### config.mk
export PLATFORM = sky130hd
export DESIGN_NAME = instr_fetch_responder
export DESIGN_NICKNAME = d
export VERILOG_FILES = /design/src/rtl/instr_fetch_responder_pkg.sv /design/src/rtl/instr_fetch_responder_buffer.sv /design/src/rtl/instr_fetch_responder.sv
export SDC_FILE = /design/constraint.sdc
export NUM_CORES = 1
export LEC_CHECK = 0
export ABC_AREA = 1
export CELL_PAD_IN_SITES_DETAIL_PLACEMENT = 1
export CELL_PAD_IN_SITES_GLOBAL_PLACEMENT = 2
export CORE_MARGIN = 2
export CORE_UTILIZATION = 25
export DETAILED_ROUTE_END_ITERATION = 12
export DONT_BUFFER_PORTS = 1
export GPL_TIMING_DRIVEN = 0
export HOLD_SLACK_MARGIN = 0.12
export PLACE_DENSITY_LB_ADDON = 0.08
export SLEW_MARGIN = 10
export SYNTH_ARGS = -nofsm -noshare
export SYNTH_HDL_FRONTEND = slang
export SYNTH_SLANG_ARGS = --single-unit
### constraint.sdc
create_clock -name clk -period 6.9 [get_ports clk]
set_input_delay 1.035 -clock clk [delete_from_list [all_inputs] [get_ports clk]]
set_output_delay 1.035 -clock clk [all_outputs]
set_load 0.05 [all_outputs]
### src/rtl/instr_fetch_responder_pkg.sv
// rtl/instr_fetch_responder_pkg.sv - shared types for the instruction fetch responder
package instr_fetch_responder_pkg;

    localparam int W = 32;

    typedef enum logic [1:0] {
        S_IDLE  = 2'd0,
        S_FETCH = 2'd1,
        S_DONE  = 2'd2
    } state_e;

    typedef logic [1:0] lane_t;

endpackage

### src/rtl/instr_fetch_responder_buffer.sv
// rtl/instr_fetch_responder_buffer.sv - one-entry last-word buffer with tag compare
module fetch_word_buffer
    import instr_fetch_responder_pkg::*;
#(
    parameter int TAGW = 8
) (
    input  logic            clk,
    input  logic            reset,
    input  logic            inval,
    input  logic            wr_en,
    input  logic [TAGW-1:0] wr_tag,
    input  logic [W-1:0]    wr_data,
    input  logic [TAGW-1:0] lookup_tag,
    output logic            hit,
    output logic [W-1:0]    rd_data
);

    logic            valid_q, valid_d;
    logic [TAGW-1:0] tag_q, tag_d;
    logic [W-1:0]    data_q, data_d;

    // Next entry: a write refills the entry, invalidate always overrides valid.
    always_comb begin
        valid_d = valid_q;
        tag_d   = tag_q;
        data_d  = data_q;
        if (wr_en) begin
            valid_d = 1'b1;
            tag_d   = wr_tag;
            data_d  = wr_data;
        end
        if (inval) begin
            valid_d = 1'b0;
        end
    end

    // Entry registers.
    always_ff @(posedge clk or posedge reset) begin
        if (reset) begin
            valid_q <= 1'b0;
            tag_q   <= '0;
            data_q  <= '0;
        end else begin
            valid_q <= valid_d;
            tag_q   <= tag_d;
            data_q  <= data_d;
        end
    end

    // A same-cycle invalidate must turn a would-be hit into a miss.
    assign hit     = valid_q && !inval && (tag_q == lookup_tag);
    assign rd_data = data_q;

endmodule

### src/rtl/instr_fetch_responder.sv
// rtl/instr_fetch_responder.sv - serves 32-bit fetches from a byte-wide memory
module instr_fetch_responder
    import instr_fetch_responder_pkg::*;
#(
    parameter int MEMAW = 10
) (
    input  logic             clk,
    input  logic             reset,
    input  logic             instrreq,
    input  logic [31:0]      instradr,
    output logic [31:0]      instrF,
    output logic             instrabort,
    input  logic             inval,
    output logic             mem_re,
    output logic [MEMAW-1:0] mem_adr,
    input  logic [7:0]       mem_rdata,
    input  logic             mem_ack
);

    localparam int TAGW = MEMAW - 2;

    state_e          state_q, state_d;
    logic [TAGW-1:0] word_q, word_d;
    lane_t           idx_q, idx_d;
    logic [W-1:0]    asm_q, asm_d;
    logic [W-1:0]    instr_f_q, instr_f_d;
    logic            abort_q, abort_d;
    logic            mem_re_q, mem_re_d;

    logic            buf_wr;
    logic            buf_hit;
    logic [W-1:0]    buf_data;
    logic [TAGW-1:0] req_tag;

    logic            unused_adr_bits;
    assign unused_adr_bits = ^{instradr[31:MEMAW], instradr[1:0]};

    assign req_tag = instradr[MEMAW-1:2];

    fetch_word_buffer #(.TAGW(TAGW)) u_buf (
        .clk        (clk),
        .reset      (reset),
        .inval      (inval),
        .wr_en      (buf_wr),
        .wr_tag     (word_q),
        .wr_data    (instr_f_d),
        .lookup_tag (req_tag),
        .hit        (buf_hit),
        .rd_data    (buf_data)
    );

    // Fetch FSM: buffer lookup, four big-endian byte reads, then hold until released.
    always_comb begin
        state_d   = state_q;
        word_d    = word_q;
        idx_d     = idx_q;
        asm_d     = asm_q;
        instr_f_d = instr_f_q;
        mem_re_d  = mem_re_q;
        buf_wr    = 1'b0;
        // Abort falls one cycle after DONE is reached and rises as soon as the request drops.
        abort_d   = !(state_q == S_DONE && instrreq);
        case (state_q)
            S_IDLE: begin
                if (instrreq) begin
                    if (buf_hit) begin
                        instr_f_d = buf_data;
                        state_d   = S_DONE;
                    end else begin
                        word_d   = req_tag;
                        idx_d    = 2'd0;
                        mem_re_d = 1'b1;
                        state_d  = S_FETCH;
                    end
                end
            end
            S_FETCH: begin
                if (mem_ack) begin
                    asm_d[{~idx_q, 3'b000} +: 8] = mem_rdata;
                    if (!instrreq) begin
                        mem_re_d = 1'b0;
                        state_d  = S_IDLE;
                    end else if (idx_q == 2'd3) begin
                        mem_re_d  = 1'b0;
                        instr_f_d = asm_d;
                        buf_wr    = 1'b1;
                        state_d   = S_DONE;
                    end else begin
                        idx_d = lane_t'(idx_q + 2'd1);
                    end
                end
            end
            S_DONE: begin
                if (!instrreq) begin
                    state_d = S_IDLE;
                end
            end
            default: begin
                state_d  = S_IDLE;
                mem_re_d = 1'b0;
            end
        endcase
    end

    // State and datapath registers.
    always_ff @(posedge clk or posedge reset) begin
        if (reset) begin
            state_q   <= S_IDLE;
            word_q    <= '0;
            idx_q     <= 2'd0;
            asm_q     <= '0;
            instr_f_q <= '0;
            abort_q   <= 1'b1;
            mem_re_q  <= 1'b0;
        end else begin
            state_q   <= state_d;
            word_q    <= word_d;
            idx_q     <= idx_d;
            asm_q     <= asm_d;
            instr_f_q <= instr_f_d;
            abort_q   <= abort_d;
            mem_re_q  <= mem_re_d;
        end
    end

    assign instrF     = instr_f_q;
    assign instrabort = abort_q;
    assign mem_re     = mem_re_q;
    assign mem_adr    = {word_q, idx_q};

endmodule

==> results.txt, run 1 <==
- The flow ran to the end, and the final reports show no timing, DRC or antenna violations.
- The number of nets handed over by synthesis was 769.
- Data on the critical path arrives at its endpoint at 2850 ps.
- Max FO, Critical Path: 10
- In the routed layout, each cell is associated on average with a via count of 4.65.
- The count of buffers added on input and output ports is 0.
* Critical path data required time: 7150 ps
- Number of setup violations in the final report: 0
- Yosys synthesis warning count: 0
* Worst-case clock skew: 12.2 ps
- Counting instances in the post-synthesis netlist gives the leading cell types as sky130_fd_sc_hd__nand2_1 (212), sky130_fd_sc_hd__dfrtp_1 (110), sky130_fd_sc_hd__inv_1 (105), sky130_fd_sc_hd__o21ai_0 (74), sky130_fd_sc_hd__a21oi_1 (33).
- Clock-pin slew was measured on the worst setup and hold paths at 80 ps.
* Synth top area cells: sky130_fd_sc_hd__dfrtp_1 (49%), sky130_fd_sc_hd__nand2_1 (14%), sky130_fd_sc_hd__inv_1 (7.1%), sky130_fd_sc_hd__o21ai_0 (6.6%), sky130_fd_sc_hd__nand4_1 (3.0%)
- In the final layout, the share of cells above drive strength 1 is 8.68%.
- Worst setup SP type: flip-flop
* Setup TNS: 0 ps
* Share of the yosys chip area belonging to registers: 49.9%
- Total of cells resized after clock tree synthesis: 0
* Slew margin rel.: 54.3%
- In the post-route analysis, the smallest setup slack over all paths is 4300 ps.
- In this run, the clock network consumes 19.7% of the power.
- The cell sitting at the root of the clock tree is a sky130_fd_sc_hd__clkbuf_16.
* Switching Share: 49.5%
- Total clock buffers created by CTS: 9
- Seq cells post-synth: 111
* Post-synth design cell area: 0.00557 sq mm
* Routed metal-1 wire length: 8.47 mm
- The number of hold violations in the final report is 0.
- Total number of placement rows: 54
- The initial utilization of the core area, before any placement, comes to 25.5%.
- EDFF count, synth: 0
* Mean instance size in the synthesized netlist: 7.74 sq um
- The total area inside the core boundary comes to 0.0218 sq mm.
* Proportion of synthesized area in mux cells: 0%
- Post-route DRC violation count: 0
- The initial antenna violation count is 1.
* Met2 wirelength from detailed routing: 8.95 mm
- Placed wire-length estimate after detailed placement: 13.5 mm
* Reg power frac: 49.6%
- During I/O placement, the number of pins put on the boundary was 89.
- The internal power of the cells totals 1390 uW.
- Async SR Flop Fraction: 100%
- Combinational family with the most area after synthesis: simple AND/OR/NAND/NOR gates
* Final core utilization: 28.6%
- Buffer depth of the longest clock path: 2
- In the final design database the tool counted 781 nets.
- After Yosys synthesis, and, or, nand and nor cells account for 23.9% of the synthesized area.
* Via count of the first global-routing pass: 5237
- Post-route minimum period: 2600 ps
- Xor/xnor share of the synthesized area: 0.314%
- For this run, the leading register cell type out of synthesis is sky130_fd_sc_hd__dfrtp_1.
* Most repeated cell in the gate-level netlist after synthesis: sky130_fd_sc_hd__nand2_1
- Worst-Skew Late Latency: 360 ps
- Met3 routed WL: 880 um
* WS Path Type: reg2reg
* GPL Wtd Cong: 0.773
* Maximum ir drop on the vdd rail: 0.146 mV
* Total gr overflow: 0
* Die width: 153 um
- Portion of the clock cycle consumed by the worst path in the final layout: 37.7%
- The die covers 0.0235 sq mm.
* Post-CTS Hold Buffers: 0
* Net switching power: 1360 uW
- Total number of H-tree levels: 3
* Maximum number of pins on one net before global-route repair: 58
- Signal routing reaches up to met5.
- The number of max-slew violations in the final report is 0.
- Number of maximum-capacitance violations: 0
* Post-CTS repair timing setup buffer count: 0
- Setup repair after global routing left no endpoint under its margin.
- Wirelength, routed: 18.6 mm
* Synth top area share: 49.4%
- Setup slack on the worst reg-to-reg path comes out at 4300 ps.
- For this block, the initial DRC count from the detailed router was 190.
* Lkg Pwr: 0.00321 uW
- Number of distinct library cells after synthesis: 31
* Post-Synth Adder-Cell Area: 0.898%
- Combinational group share of total power: 30.7%
- Average wire length per cell after detail routing: 18.3 um
- TritonCTS built the clock tree.
- The clock drives 111 sinks.
- Transition at the pin with the smallest max-transition slack: 685 ps
* Total via count in the routed design: 4724
- Antenna diodes: 0
- For this run, the total global-route usage over all layers was measured as 16.4%.
- Before CTS, the worst setup slack after placement is 4250 ps.
* Complex-gate fraction of the synthesized area: 14.4%
* Pwr per Cell Area: 439 mW/mm^2
- Relative to the synthesized area, the layout overhead comes to 12.2%.
- Synthesis produced 720 cells.
- The tightest min-delay check is of the reg2reg type.
- The die is 153 um tall.
- Biggest area consumer among synthesized cells: sky130_fd_sc_hd__dfrtp_1
- Achievable clock frequency: 384 MHz
* Remaining antenna violation count: 0
- For this run, the detailed router's first-pass iteration total came to 4.
- Global-route wire length before repair: 29.7 mm
* CP Capture Type: flip-flop
==> layout by cell type (no fill, tap or decap), types with 7 or more instances in the layout <==
master and count:
sky130_fd_sc_hd__buf_2 18, sky130_fd_sc_hd__inv_2 8, sky130_fd_sc_hd__clkbuf_16 9, sky130_fd_sc_hd__nand2_1 212, sky130_fd_sc_hd__inv_1 104, sky130_fd_sc_hd__a21oi_1 33, sky130_fd_sc_hd__clkbuf_1 14, sky130_fd_sc_hd__o31ai_1 16
sky130_fd_sc_hd__dfrtp_1 110, sky130_fd_sc_hd__nand4_1 27, sky130_fd_sc_hd__o21ai_0 74, sky130_fd_sc_hd__nand3_1 24, sky130_fd_sc_hd__o21ai_1 9, sky130_fd_sc_hd__nor2_2 7, sky130_fd_sc_hd__nor2_1 31
==> cells by family after synthesis <==
family / after synthesis
flops: 111
fa+ha+maj: 4
simple gates: 311
xor+xnor: 2
compound gates: 144
buf+inv: 148
==> power groups by stage <==
| stage | logic (uW) | clock network, uW | registers [uW] |
|---|---|---|---|
| floorplan | 604 | 0 | 1330 |
| detailed placement | 863 | 0 | 1380 |
| CTS | 868 | 563 | 1370 |
| finish | 842 | 540 | 1360 |
| global placement | 830 | 0 | 1380 |
| global route | 981 | 591 | 1400 |
==> routing by layer <==
layer / track usage [%] / vias up
met4: 4.81 / 2
met3: 3.83 / 16
met2: 27.5 / 76
li1: - / 2321
met5: 0 / -
met1: 21.0 / 2309
==> path summary, 6_finish.rpt <==
path / start / end / depth (start not counted)
min in group asynchronous: reset / instrF[31] / 1
hold / removal: u_buf.rd_data[28] / u_buf.rd_data[28] / 2
max in group asynchronous: reset / instrabort / 2
hold reg to reg: u_buf.rd_data[28] / u_buf.rd_data[28] / 2
setup / recovery: idx_q[1] / instrF[12] / 9
setup reg to reg: idx_q[1] / instrF[12] / 9
==> area by class of cell <==
type | count | area (sq um)
repair buffers | 1 | 27.5
flip-flops and latches | 111 | 2780
clock inverters | 3 | 25.0
clock buffers | 13 | 270
plain buffers | 35 | 169
multi-input cells | 461 | 2200
inverters | 113 | 429
well taps | 280 | 350
fillers | 2655 | 15600
==> metrics by stage <==
| stage | hold slack [ps] | instances | total power, uW | cell area [sq um] |
|---|---|---|---|---|
| after floorplan | 437 | 720 | 1940 | 5570 |
| after global placement | 448 | 1000 | 2210 | 5920 |
| after detailed placement | 454 | 1001 | 2250 | 5950 |
| after CTS | 474 | 1017 | 2800 | 6250 |
| after global routing | 503 | 1017 | 2970 | 6250 |
| final | 472 | 1017 | 2740 | 6250 |
==> worst max-delay path: stages (launching register included) <==
cell	delay (ps)
sky130_fd_sc_hd__dfrtp_1	750
sky130_fd_sc_hd__ha_1	390
sky130_fd_sc_hd__nand2_2	170
sky130_fd_sc_hd__nor2_2	190
sky130_fd_sc_hd__inv_1	110
sky130_fd_sc_hd__nand2_1	170
sky130_fd_sc_hd__inv_2	130
sky130_fd_sc_hd__buf_2	220
sky130_fd_sc_hd__o31ai_1	270
sky130_fd_sc_hd__nand2_1	80
Note: power is estimated with default switching activity, not from simulation.
==> inputs of run 2 (changes only) <==
==> constraint.sdc (replaced) <==
create_clock -name clk -period 2.6 [get_ports clk]
set_input_delay 0.39 -clock clk [delete_from_list [all_inputs] [get_ports clk]]
set_output_delay 0.39 -clock clk [all_outputs]
set_load 0.05 [all_outputs]
==> run 2 against run 1 <==
Combinational power rose to 2.7 times the previous value; worst setup slack worse by 4100 ps; register-to-register slack got worse by 4100 ps; largest cell class unchanged; die area is the same; first-iteration DRC count is 13% lower; critical path type unchanged; core utilization rose by 0.20 points; wire length up 0.58%; count of clock-buffer cells in the layout is 2 lower; global-route usage increased by 0.14 points; sequential share of layout area decreased by 0.26 points; clock power increased to 2.6 times the previous value.
==> results.txt, run 2 (synthesized netlist as in run 1, its figures left out) <==
- Total clock buffers created by CTS: 9 (unchanged)
* Ratio of cells with drive above 1 in the final layout: 9.18% (+0.49 points)
- The final worst-path setup slack is 241 ps (-4050 ps).
- Effective utilization at floorplan: 25.5% (unchanged)
* Transition at the pin with the smallest max-transition slack: 699 ps (+14.2 ps)
- Total number of H-tree levels: 3 (unchanged)
- The min-delay analysis places its worst path in the category in2reg.
- Number of standard cells in the final layout excluding fillers: 1021 (+0.39%)
* TritonRoute pass-1 iters: 4 (unchanged)
* Count of final hold-check violations: 0 (unchanged)
- Switching Share: 50.0% (+0.53 points)
- Hold wc startpoint: instradr[3]
- The count of maximum capacitance violations is 0 (unchanged).
- Cell depth of the worst min-delay path: 2 (unchanged)
- Count of filler cells inserted in the layout: 2610 (-1.7%)
* Global-route wire length before repair: 30.1 mm (+1.3%)
- The power density normalized to cell area was 1160 mW/mm^2 (+160%).
- Setup repair after global routing left no endpoint under its margin.
* Placed wire-length estimate after detailed placement: 13.6 mm (+1.4%)
- Start of the worst register-to-register path: idx_q[0]
* Wirelength, routed: 18.7 mm (+0.58%)
- The highest layer touched by signal routing is met4.
- The floorplan row count is 54 (unchanged).
- Detailed router's first-iteration violation count: 165 (-13%)
- The routed length per instance was 18.3 um (+0.19%).
* Post-route DRC violation count: 0 (unchanged)
- The post-place setup slack came to -32.9 ps (-4280 ps).
- The clock net sink count was 111 (unchanged).
- Via count of the first global-routing pass: 5214 (-0.44%)
* Num ports: 89 (unchanged)
- Routed via count divided by cell count: 4.69 (+1.0%)
* Number of antenna violations at the first check in global routing: 0 (-1)
* Setup slack on the worst flop-to-flop path: 240 ps (-4050 ps)
- Clock input transition at the sequential cells of the worst setup and hold paths: 90 ps (about the same)
* Net switching power: 3640 uW (+170%)
- The relative contribution of combinational cells to total power came to 31.0% (+0.3 points).
* Maximum number of pins on one net before global-route repair: 34 (-41%)
- The worst-skew pair later-pin latency is 360 ps (about the same).
- Antenna diodes: 0 (unchanged)
- Buffer depth of the longest clock path: 2 (unchanged)
* Top library cells by usage in the layout, fill and taps aside: sky130_fd_sc_hd__nand2_1 (212), sky130_fd_sc_hd__dfrtp_1 (108), sky130_fd_sc_hd__inv_1 (104)
- The clock tree skew after final layout was 18.1 ps (+5.88 ps).
- Post-route minimum period: 2360 ps (-246 ps)
- The internal cell power came to 3640 uW (+160%).
* Arrival time of data at the critical path endpoint: 2640 ps (-210 ps)
* Global-route usage over all layers: 16.5% (+0.14 points)
* Synth-to-layout area growth: 12.9%
- The critical path is of the reg2reg type.
- The overflow left after global routing came to 0 (unchanged).
- Most common cell after layout, fill and taps aside: sky130_fd_sc_hd__nand2_1
* Cell depth of the worst flop-to-flop path: 6 (-3)
- Remaining antenna violation count: 0 (unchanged)
- Portion of the clock cycle consumed by the worst path in the final layout: 90.7% (+53 points)
- Maximum ir drop on the vdd rail: 0.365 mV (+150%)
- The cell total after placement was 1003 (+0.20%).
* Max FO, Critical Path: 10 (unchanged)
- GPL Wtd Cong: 0.759 (-1.9%)
* Reg power frac: 49.7% (about the same)
* Number of setup violations in the final report: 0 (unchanged)
- Endpoint of the worst hold-timing path: word_q[1]
- Final core utilization: 28.8% (+0.20 points)
- Clock share of power: 19.3% (-0.4 points)
* Net count reported at finish: 785 (+0.51%)
* TritonCTS clock tree: built
- Slew margin rel.: 53.4% (-0.95 points)
- The length of routed met2 wiring came to 8.99 mm (+0.37%).
* Die ar.: 0.0235 sq mm (unchanged)
* Post-CTS repair timing setup buffer count: 0 (unchanged)
- Hold Slack: 145 ps (-326 ps)
* Lkg Pwr: 0.00322 uW (+0.21%)
* Achievable clock frequency: 424 MHz (+10%)
- Die width: 153 um (unchanged)
- The required time of the worst setup path was 2880 ps (-4270 ps).
- CP Capture Type: flip-flop
- The core box area came to 0.0218 sq mm (unchanged).
- Met3 routed WL: 863 um (-1.9%)
- Buffer type at the clock tree root: sky130_fd_sc_hd__clkbuf_16
- Routed metal-1 wire length: 8.59 mm (+1.4%)
- Worst setup SP type: flip-flop
* Total via count in the routed design: 4792 (+1.4%)
- Die height: 153 um (unchanged)
- PortBufs: 0 (unchanged)
- The flow ran to the end, and the final reports show no timing, DRC or antenna violations.
- The number of max-slew violations in the final report came to 0 (unchanged).
## run 2: timing repair
| item | 4_1_cts | 5_1_grt |
|---|---|---|
| setup endpoints to repair | 6 | 25 |
| pin swaps | 0 | 0 |
| hold buffers | 2 | 0 |
| resized for setup | 1 | 1 |
| hold endpoints to repair | 23 | 0 |
## run 2: stage by stage
stage,TNS (ps),cell area [sq um],total power [uW]
2_1_floorplan,0,5570,5140
3_3_place_gp,0,5920,5860
3_5_place_dp,-58.9,5980,5970
4_1_cts,0,6290,7420
5_1_grt,0,6290,7870
6_report,0,6290,7270
## run 2: worst max path at each step
stage | from | end | cells after the start
2_1_floorplan | idx_q[0] | instrF[3] | 8
4_1_cts | idx_q[1] | instrF[24] | 9
6_report | idx_q[0] | flip-flop | 6
3_5_place_dp | idx_q[0] | flip-flop | 6
5_1_grt | idx_q[1] | instrF[15] | 9
3_3_place_gp | idx_q[1] | instrF[12] | 9
## run 2: cell type report
class / count / area [sq um] / share of cell area [%]
well taps: 280 / 350 / 5.57
plain buffers: 35 / 169 / 2.68
clock inverters: 5 / 41.3 / 0.656
repair buffers: 5 / 80.1 / 1.27
clock buffers: 11 / 243 / 3.86
flip-flops and latches: 111 / 2780 / 44.2
inverters: 113 / 428 / 6.80
multi-input cells: 461 / 2200 / 34.9
## run 2: per-layer routing
metal / vias up / track usage (%)
met5: - / 0
met4: 0 / 4.59
met3: 16 / 3.77
met1: 2377 / 21.7
li1: 2328 / -
met2: 71 / 27.4
## run 2: worst max-delay path, cell delays in order, from the launching register on
cell and delay (ps):
sky130_fd_sc_hd__dfrtp_2 580, sky130_fd_sc_hd__inv_1 190, sky130_fd_sc_hd__ha_1 340, sky130_fd_sc_hd__clkbuf_1 410, sky130_fd_sc_hd__clkbuf_1 480, sky130_fd_sc_hd__nand4_1 170
sky130_fd_sc_hd__o21ai_0 110
## run 2: power by group through the flow
| stage | Clock [uW] | Combinational (uW) | Sequential (uW) |
|---|---|---|---|
| finish | 1400 | 2250 | 3620 |
| CTS | 1470 | 2310 | 3640 |
| detailed placement | 0 | 2300 | 3670 |
| global route | 1550 | 2610 | 3710 |
| floorplan | 0 | 1600 | 3540 |
| global placement | 0 | 2210 | 3650 |
